==> src/rtl/phy_tx_sched.sv <==
// ----------------------------------------------------------------------------
// phy_tx_sched
//   Link sequencer and two-source round-robin arbiter feeding the phy_TX
//   32-bit word input, clocked by the phy_TX word clock (clk_f).
//
//   The link is brought up OFF -> TRAIN -> RUN. It is taken down through
//   RUN -> DRAIN -> OFF. In RUN, two requesters share the PHY input under
//   round-robin arbitration. A source may keep the input for at most
//   BURST_MAX consecutive grants while the other source is also requesting.
//
// Parameters
//   IDLE_WORDS  cycles spent in TRAIN (active=1, valid=0) before RUN (1..255)
//   BURST_MAX   max consecutive grants to one source under contention (1..255)
//
// Ports
//   clk_f        in   word clock; all state changes on its rising edge
//   reset        in   asynchronous, active-high reset
//   link_enable  in   1 = bring up / keep link up, 0 = drain and shut down
//   req_0/1      in   source has a word on data_0/1
//   data_0/1     in   source words; held stable while the matching req is high
//   gnt_0/1      out  combinational grant; the word is consumed at the next edge
//   data_input   out  registered word to phy_TX
//   valid        out  registered; data_input holds a granted word
//   active       out  registered; link active to phy_TX
//   link_state   out  registered state: 0 OFF, 1 TRAIN, 2 RUN, 3 DRAIN
//   tx_count     out  registered count of words sent; wraps at 16 bits
// ----------------------------------------------------------------------------
module phy_tx_sched #(
    parameter int IDLE_WORDS = 4,
    parameter int BURST_MAX  = 8
) (
    input  logic        clk_f,
    input  logic        reset,
    input  logic        link_enable,
    input  logic        req_0,
    input  logic [31:0] data_0,
    input  logic        req_1,
    input  logic [31:0] data_1,
    output logic        gnt_0,
    output logic        gnt_1,
    output logic [31:0] data_input,
    output logic        valid,
    output logic        active,
    output logic [1:0]  link_state,
    output logic [15:0] tx_count
);

    typedef enum logic [1:0] {
        ST_OFF   = 2'd0,
        ST_TRAIN = 2'd1,
        ST_RUN   = 2'd2,
        ST_DRAIN = 2'd3
    } state_t;

    // The train counter is cleared on entry to TRAIN and counts the edges
    // already spent there. The edge that sees IDLE_WORDS-1 is the last one.
    localparam logic [7:0] TRAIN_LAST = 8'(IDLE_WORDS - 1);
    localparam logic [7:0] BURST_LIM  = 8'(BURST_MAX);

    // ------------------------------------------------------------------
    // State
    // ------------------------------------------------------------------
    state_t      state_reg;
    logic [7:0]  train_cnt_reg;
    logic [7:0]  burst_cnt_reg;
    logic        owner_reg;          // 0 = source 0 owns the burst, 1 = source 1
    logic [31:0] data_input_reg;
    logic        valid_reg;
    logic        active_reg;
    logic [15:0] tx_count_reg;

    // ------------------------------------------------------------------
    // Arbitration (combinational)
    // ------------------------------------------------------------------
    logic        grant_en;
    logic        any_req;
    logic        burst_full;
    logic        pick_1;             // source 1 would win if a grant is issued
    logic        xfer;
    logic [31:0] xfer_data;
    logic        owner_next;
    logic [7:0]  burst_cnt_next;

    always_comb begin
        // Reset is included so that the grants drop at once when reset
        // asserts, before the state register has been observed as OFF.
        grant_en   = (state_reg == ST_RUN) && link_enable && !reset;
        any_req    = req_0 | req_1;
        burst_full = (burst_cnt_reg >= BURST_LIM);

        // Under contention the owner keeps the input until its burst is
        // exhausted, then the other source takes over. A lone requester
        // always wins, whatever the current burst state.
        if (req_0 && req_1) begin
            pick_1 = burst_full ? ~owner_reg : owner_reg;
        end else begin
            pick_1 = req_1;
        end

        gnt_0     = grant_en && any_req && !pick_1;
        gnt_1     = grant_en && any_req &&  pick_1;
        xfer      = gnt_0 | gnt_1;
        xfer_data = gnt_1 ? data_1 : data_0;

        // Burst bookkeeping for a transfer. When the owner changes, a new
        // burst of one word starts. When it does not, the count saturates
        // at BURST_MAX so that a lone requester cannot wrap it.
        if (pick_1 != owner_reg) begin
            owner_next     = pick_1;
            burst_cnt_next = 8'd1;
        end else begin
            owner_next     = owner_reg;
            burst_cnt_next = burst_full ? burst_cnt_reg : burst_cnt_reg + 8'd1;
        end
    end

    // ------------------------------------------------------------------
    // Link FSM and registered outputs
    // ------------------------------------------------------------------
    always_ff @(posedge clk_f or posedge reset) begin
        if (reset) begin
            state_reg      <= ST_OFF;
            train_cnt_reg  <= 8'd0;
            burst_cnt_reg  <= 8'd0;
            owner_reg      <= 1'b1;
            data_input_reg <= 32'd0;
            valid_reg      <= 1'b0;
            active_reg     <= 1'b0;
            tx_count_reg   <= 16'd0;
        end else begin
            // valid is a single-cycle marker for each transferred word.
            // data_input keeps its last value when no word is sent.
            valid_reg <= 1'b0;

            case (state_reg)
                ST_OFF: begin
                    // active tracks the state being entered, so it is
                    // already 1 on the edge that starts training.
                    if (link_enable) begin
                        state_reg     <= ST_TRAIN;
                        train_cnt_reg <= 8'd0;
                        active_reg    <= 1'b1;
                    end else begin
                        active_reg    <= 1'b0;
                    end
                end

                ST_TRAIN: begin
                    if (!link_enable) begin
                        state_reg  <= ST_OFF;
                        active_reg <= 1'b0;
                    end else begin
                        active_reg    <= 1'b1;
                        train_cnt_reg <= train_cnt_reg + 8'd1;
                        if (train_cnt_reg == TRAIN_LAST) begin
                            state_reg <= ST_RUN;
                        end
                    end
                end

                ST_RUN: begin
                    active_reg <= 1'b1;
                    if (!link_enable) begin
                        // grant_en is already low, so no word is taken here.
                        state_reg <= ST_DRAIN;
                    end else if (xfer) begin
                        data_input_reg <= xfer_data;
                        valid_reg      <= 1'b1;
                        tx_count_reg   <= tx_count_reg + 16'd1;
                        owner_reg      <= owner_next;
                        burst_cnt_reg  <= burst_cnt_next;
                    end
                end

                ST_DRAIN: begin
                    // One quiet active cycle, then off regardless of
                    // link_enable. Re-enabling restarts training from OFF.
                    state_reg  <= ST_OFF;
                    active_reg <= 1'b0;
                end

                default: begin
                    state_reg  <= ST_OFF;
                    active_reg <= 1'b0;
                end
            endcase
        end
    end

    assign data_input = data_input_reg;
    assign valid      = valid_reg;
    assign active     = active_reg;
    assign link_state = state_reg;
    assign tx_count   = tx_count_reg;

endmodule

==> config.mk <==
export PLATFORM = sky130hd
export DESIGN_NAME = phy_tx_sched
export DESIGN_NICKNAME = d
export VERILOG_FILES = /design/src/rtl/phy_tx_sched.sv
export SDC_FILE = /design/constraint.sdc
export NUM_CORES = 1
export LEC_CHECK = 0
export CAP_MARGIN = 20
export CORE_MARGIN = 2
export CORE_UTILIZATION = 45
export DETAILED_ROUTE_END_ITERATION = 8
export GPL_ROUTABILITY_DRIVEN = 0
export GPL_TIMING_DRIVEN = 0
export HOLD_SLACK_MARGIN = 0.06
export PLACE_DENSITY = 0.8
export SYNTH_ARGS = -nofsm -noshare
export SYNTH_HDL_FRONTEND = slang
export SYNTH_SLANG_ARGS = --single-unit
export TNS_END_PERCENT = 50
==> constraint.sdc <==
create_clock -name clk_f -period 4.25 [get_ports clk_f]
set_clock_uncertainty 0.05 [all_clocks]
set_input_delay 1.0625 -clock clk_f [delete_from_list [all_inputs] [get_ports clk_f]]
set_output_delay 1.0625 -clock clk_f [all_outputs]
set_load 0.05 [all_outputs]
==> results by group <==
Pwr
  – Worst vdd ir: 0.0002238 V
  – Comb pwr share: 32.3%
  – Psw: 668.5 µW
  – Clock power share: 27.3%
  – Switching Share: 34.49%
  – Reg power frac: 40.4%
  – Pleak: 0.002182 µW
  – Power Density: 386.8 nW/µm²
  – Pint: 1269 µW

Cells and area
  – Design Area, Final: 5010 µm²
  – Nets: 514
  – Layout area overhead: 45.34%
  – Most frequent cells in the layout: clkdlybuf4s50_1 (121), dfrtp_1 (68), nand2_1 (37)
  – Multi-input logic area: 1553 µm²
  – Most common cell after layout, fill and taps aside: clkdlybuf4s50_1
  – Max FFs per register: 32
  – Number of inserted diodes: 0
  – Fillcell total: 515
  – Share of cells above drive strength 1: 10.76%
  – FF/Latch Area: 1728 µm²

Synthesis
  – Synthesized area: 3447 µm²
  – Syn Inst Count: 305
  – Ys Warns: 0
  – Library cells used by synthesis: 51
  – EDFF count, synth: 0
  – Syn_nets: 378
  – Register area share after synthesis: 50.13%
  – FF+latch count, synth: 69
  – Syn avg cell area: 11.30 µm²
  – Dominant synthesized flop cell: dfrtp_1
  – Async SR Flop Fraction: 100.0%

Clock tree
  – Number of buffers created by CTS: 9
  – Skew-Pair Late Insertion Delay: 350 ps
  – Hold buffer count at CTS: 0
  – Htree depth: 3
  – Deepest clock path buffer count: 2
  – TritonCTS clock tree: yes
  – Clock Sinks: 69
  – Root buffer cell: clkbuf_8
  – CTS clk-pin slew, worst paths: 70 ps

Worst setup path
  – CP Launch Type: input pin
  – CP Launch Point: reset
  – Req. time, crit path: 3140 ps
  – CP Capture Type: primary output
  – Worst path slowest cell: clkdlybuf4s50_1
  – Worst R2R Setup Slack: 2290 ps
  – Path depth of the worst reg2reg path: 6
  – Critical R2R Capture: data_input[19]
  – Worst Path Arrival: 3040 ps
  – Max FO, Critical Path: 6
  – Most common cell on crit path: clkdlybuf4s50_1
  – Worst r2r src: burst_cnt_reg[5]
  – Worst path cell trace: clkdlybuf4s50_1, and4bb_4, nand2_1, a21oi_1, clkdlybuf4s50_1
  – Max incr delay on CP: 830 ps
  – Crit path kind: in -> out

Min path
  – Hold Path Class: reg -> reg
  – Hold path cells: 1
  – End of the worst hold path: tx_count[15]
  – Worst Hold Launch: tx_count[15]

Floorplan
  – Core Region: 7331 µm²
  – Initial Utilization: 47.02%
  – Die H: 91.52 µm
  – Die area: 8376 µm²
  – Die width: 91.52 µm
  – Io pins: 123
  – # rows: 31

Flow run
  – Max_cap viols: 0

GRT
  – Vias in the first global route: 3019
  – Global Route Usage Sum: 21.76%
  – Routing usage on met2: 34.31%
  – GRT Max-Usage Layer: met2
  – Largest net degree at the start of global routing: 70
  – Gr ovfl total: 0
  – GR Layer Usage met1: 29.73%
  – First-pass GRT wire length: 14630 µm
  – Initial antenna violation count: 0
  – Met3 Track Usage GR: 3.900%

Detailed routing
  – DRT antenna net count: 0
  – Post-Route WL: 9033 µm
  – Via count: 3030
  – 1st-iter DRT viols: 148
  – Vias per cell: 5.560
  – Drt wl/cell: 16.57 µm
  – Drt drc: 0
  – DRT Pass-1 Iters: 4

Timing
  – Max-slew violations: 0
  – Min Clock Period, post-route: 4151 ps
  – Fin crit share: 97.68%
  – Slew margin rel.: 43.86%
  – Max Fclk: 240.9 MHz
  – Fin. Hold Viols: 0
  – RSZ-0062 raised after global routing: no
  – Final Setup Violations: 0
  – Measured slew at the worst slew-check pin: 842.1 ps
  – Final TNS setup: 0 ps

Status
  – Status: complete, no violations

Place
  – # port buffers: 122
  – Placed Area: 4795 µm²
  – Post-DP HPWL: 6392 µm
-- worst max-delay path, delay by kind of cell --
| family | cells | cell delay, ps |
|---|---|---|
| buffers and inverters | 2 | 1310 |
| AND/OR/NAND/NOR | 2 | 500 |
| AO/OA/AOI/OAI | 1 | 150 |
-- layout make-up --
| cell class | count | area share [%] |
|---|---|---|
| sequential | 69 | 34.49 |
| multi-input combinational | 211 | 30.99 |
| timing repair buffer | 125 | 24.85 |
| buffer | 19 | 2.872 |
| clock buffer | 10 | 2.547 |
| tap | 99 | 2.473 |
| clock inverter | 6 | 1.274 |
| inverter | 6 | 0.4995 |
-- Yosys cell counts, drive strengths merged, types with 2 or more instances --
library cell / instances / share of area, %
nand4: 3 / 0.54
o21a: 2 / 0.44
o311ai: 5 / 1.3
xor2: 3 / 0.76
clkbuf: 3 / 0.33
a221o: 32 / 9.3
dfrtp: 68 / 49
a21o: 2 / 0.44
nand3: 10 / 1.5
and2: 4 / 0.73
o31ai: 3 / 0.65
and4: 2 / 0.51
a311oi: 2 / 0.51
nand2b: 3 / 0.54
nor2: 14 / 1.5
o21ai: 10 / 1.6
buf: 16 / 3.8
nor4: 2 / 0.36
xnor2: 16 / 4.1
a22o: 27 / 6.9
and3: 6 / 1.1
ha: 4 / 1.5
nor3: 5 / 1.9
inv: 6 / 0.65
nand2: 38 / 4.2
-- worst max path at each step --
stage / end / cells past startpoint
CTS: gnt_1 / 6
global route: gnt_0 / 5
finish: gnt_0 / 5
global placement: gnt_1 / 6
detailed placement: gnt_1 / 6
floorplan: gnt_0 / 3
-- layer usage --
| layer | share of wire [%] | routed length (µm) | vias up |
|---|---|---|---|
| met5 | 0 | 0 | - |
| met4 | 1.6 | 146 | 0 |
| met3 | 4.6 | 418 | 12 |
| met2 | 48 | 4292 | 88 |
| met1 | 46 | 4176 | 1487 |
| li1 | - | - | 1443 |
-- kinds of logic (layout without fill, tap and decap cells) --
logic type               count (synthesis)  after routing  share of synthesized area (%)
multiplexers                             1              1                         0.3992
AND/OR/NAND/NOR                         97             97                          15.75
XOR/XNOR                                19             19                          4.828
flip-flops                              69             69                          50.13
buffers and inverters                   25            166                          4.828
adder cells (fa/ha/maj)                  4              4                          1.452
AO/OA/AOI/OAI                           90             90                          22.61
-- stage by stage --
step                      std cells  worst slack [ps]  power (µW)  utilization (%)  hold slack [ps]
after floorplan                 305             873.7        1177                -            404.3
after global placement          526            -299.3        1408            65.37            408.9
after detailed placement        526            -366.3        1420            65.40            415.8
after CTS                       542             59.37        1950            68.03            426.3
after global routing            545             23.17        2021            68.34            454.6
final                           545             98.72        1938            68.34            416.5
-- what timing repair did --
item,in CTS,in global routing
cloned,0,0
setup buffers,0,3
gates resized for setup,3,0
setup endpoints to repair,1,1
pin swaps,0,1
-- power by group through the flow --
stage                     Sequential (µW)  Clock [µW]  Combinational, µW
final                                 783         528                627
after global routing                  792         570                659
after CTS                             782         538                630
after detailed placement              794           0                626
after global placement                791           0                617
after floorplan                      1020           0                161
No activity file was read; power rests on OpenSTA's default activity.
==> variant, RTL diff (same settings) <==
Make the reset (`reset`) synchronous in one clocked block. Comments in the files are not updated.
--- a/src/rtl/phy_tx_sched.sv
+++ b/src/rtl/phy_tx_sched.sv
@@ -117,7 +117,7 @@
     // ------------------------------------------------------------------
     // Link FSM and registered outputs
     // ------------------------------------------------------------------
-    always_ff @(posedge clk_f or posedge reset) begin
+    always_ff @(posedge clk_f) begin
         if (reset) begin
             state_reg      <= ST_OFF;
             train_cnt_reg  <= 8'd0;
Behaviour: differs if reset is asserted again (counterexample within 4 cycles, from zero or initial values and one cycle with reset high); with reset held inactive, the same outputs for 10 cycles.
==> variant against the original RTL <==
  * Cell area decreased by 3.8%
  * Routed wire length increased by 1.1%
  * Area after synthesis decreased by 6.2%
  * Setup slack improved by 0.056 ns
  * Non-clock buffer count decreased by 1
  * Sequential cell count unchanged
Power is not compared: it rests on default switching activity, and its combinational part moved more than twofold at a synthesized area within 25%.
==> variant: results <==
export IMPL_yosys_top_cells_count="69 x dfxtp_1, 60 x nor2_1, 46 x a21oi_1"
export IMPL_die_area_mm2=0.00788
export IMPL_synth_ff_type="dfxtp_1"
export IMPL_async_flop_share=0
export IMPL_fill_cells=574
export IMPL_dp_hpwl_um=6790
export IMPL_insertion_delay_ns=0.35
export IMPL_routed_wl_um=9130
export IMPL_ir_worst_vdd_v=0.000183
export IMPL_synth_cell_types=52
export IMPL_synth_nets=457
export IMPL_final_nets=590
export IMPL_grt_use_total=0.237
export IMPL_grt_pass1_vias=3245
export IMPL_worstPathArrival_ns=2.98
export IMPL_detailroute_via_count=3318
export IMPL_cp_slowest_stage_delay_ns=0.60
export IMPL_grt_pass1_wl_um=14600
export IMPL_placed_cell_area_mm2=0.00457
export IMPL_clock_path_buffers=2
export IMPL_clock_root_buffer="clkbuf_8"
export IMPL_grt_max_degree=13
export IMPL_min_from="train_cnt_reg[1]"
export IMPL_synthTopCellsByArea="dfxtp_1 43%, a21oi_1 7.1%, nor2_1 7.0%"
export IMPL_status="finished, final reports clean"
export IMPL_cp_max_fo=7
export IMPL_crit_path_top_delay_cell="clkdlybuf4s50_1"
export IMPL_drt_initial_drc_count=137
export IMPL_worst_setup_path_startpoint="link_enable"
export IMPL_cp_top_family="buffers and inverters"
export IMPL_max_slew_margin=0.562
export IMPL_layout_drive_gt1_share=0.0900
export IMPL_yosysSeqAreaShare=0.427
-- variant: cells by family (layout without fill, tap and decap cells) --
| kind of cell | count (synthesis) | count (layout) | synth area share |
|---|---|---|---|
| AND/OR/NAND/NOR | 163 | 163 | 0.245 |
| AO/OA/AOI/OAI | 105 | 105 | 0.230 |
| flip-flops | 69 | 69 | 0.427 |
| buffers and inverters | 28 | 166 | 0.0406 |
| XOR/XNOR | 13 | 13 | 0.0352 |
| adder cells (fa/ha/maj) | 4 | 4 | 0.0155 |
| multiplexers | 2 | 2 | 0.00697 |
-- variant: worst reg2reg max path, cell delays in order, from the launching register on --
cell and delay [ns]:
dfxtp_1 0.49, and3b_1 0.30, nand3_1 0.31, nor4_1 0.43, mux2_2 0.37
-- variant: per-stage QoR --
stage / worst slack, ns / utilization / cells / total power [mW]
5_1_grt: 0.0755 / 0.701 / 618 / 1.47
3_3_place_gp: -0.524 / 0.666 / 602 / 0.786
3_5_place_dp: -0.534 / 0.666 / 602 / 0.788
6_report: 0.155 / 0.701 / 618 / 1.43
2_1_floorplan: 0.484 / - / 384 / 0.708
4_1_cts: -0.0674 / 0.701 / 618 / 1.44
-- variant: repair_timing --
action | 4_1_cts | 5_1_grt
hold buffers | 0 | 0
pin swaps | 0 | 0
resized for setup | 6 | 1
setup endpoints to repair | 2 | 2
-- variant: cell type report --
type                       count  area share
clock inverter                 6      0.0229
clock buffer                  10      0.0286
sequential                    69       0.287
timing repair buffer         122       0.253
buffer                        21      0.0218
tap                           96      0.0249
multi-input combinational    287       0.357
inverter                       7     0.00545
-- variant: routing by layer --
layer	share of wire	up-vias	global-route usage	wire length (um)
met3	0.092	12	0.0905	841
met4	0.016	0	0.0937	142
li1	-	1645	-	-
met1	0.39	1538	0.259	3580
met2	0.50	123	0.413	4560
met5	0	-	0	0
-- variant: final timing paths --
kind / to / slack [ns] / depth (start not counted)
worst max-delay path: gnt_1 / 0.16 / 5
worst min-delay path: train_cnt_reg[1] / 0.43 / 2
worst max register to register: tx_count[15] / 2.19 / 4
worst min register to register: train_cnt_reg[1] / 0.43 / 2
-- variant: power by group through the flow --
| stage | Combinational [mW] | Clock [mW] | Sequential (mW) |
|---|---|---|---|
| after CTS | 0.123 | 0.670 | 0.650 |
| after detailed placement | 0.123 | 0 | 0.665 |
| final | 0.123 | 0.658 | 0.650 |
| after global routing | 0.133 | 0.688 | 0.650 |
| after floorplan | 0.0393 | 0 | 0.669 |
| after global placement | 0.122 | 0 | 0.665 |
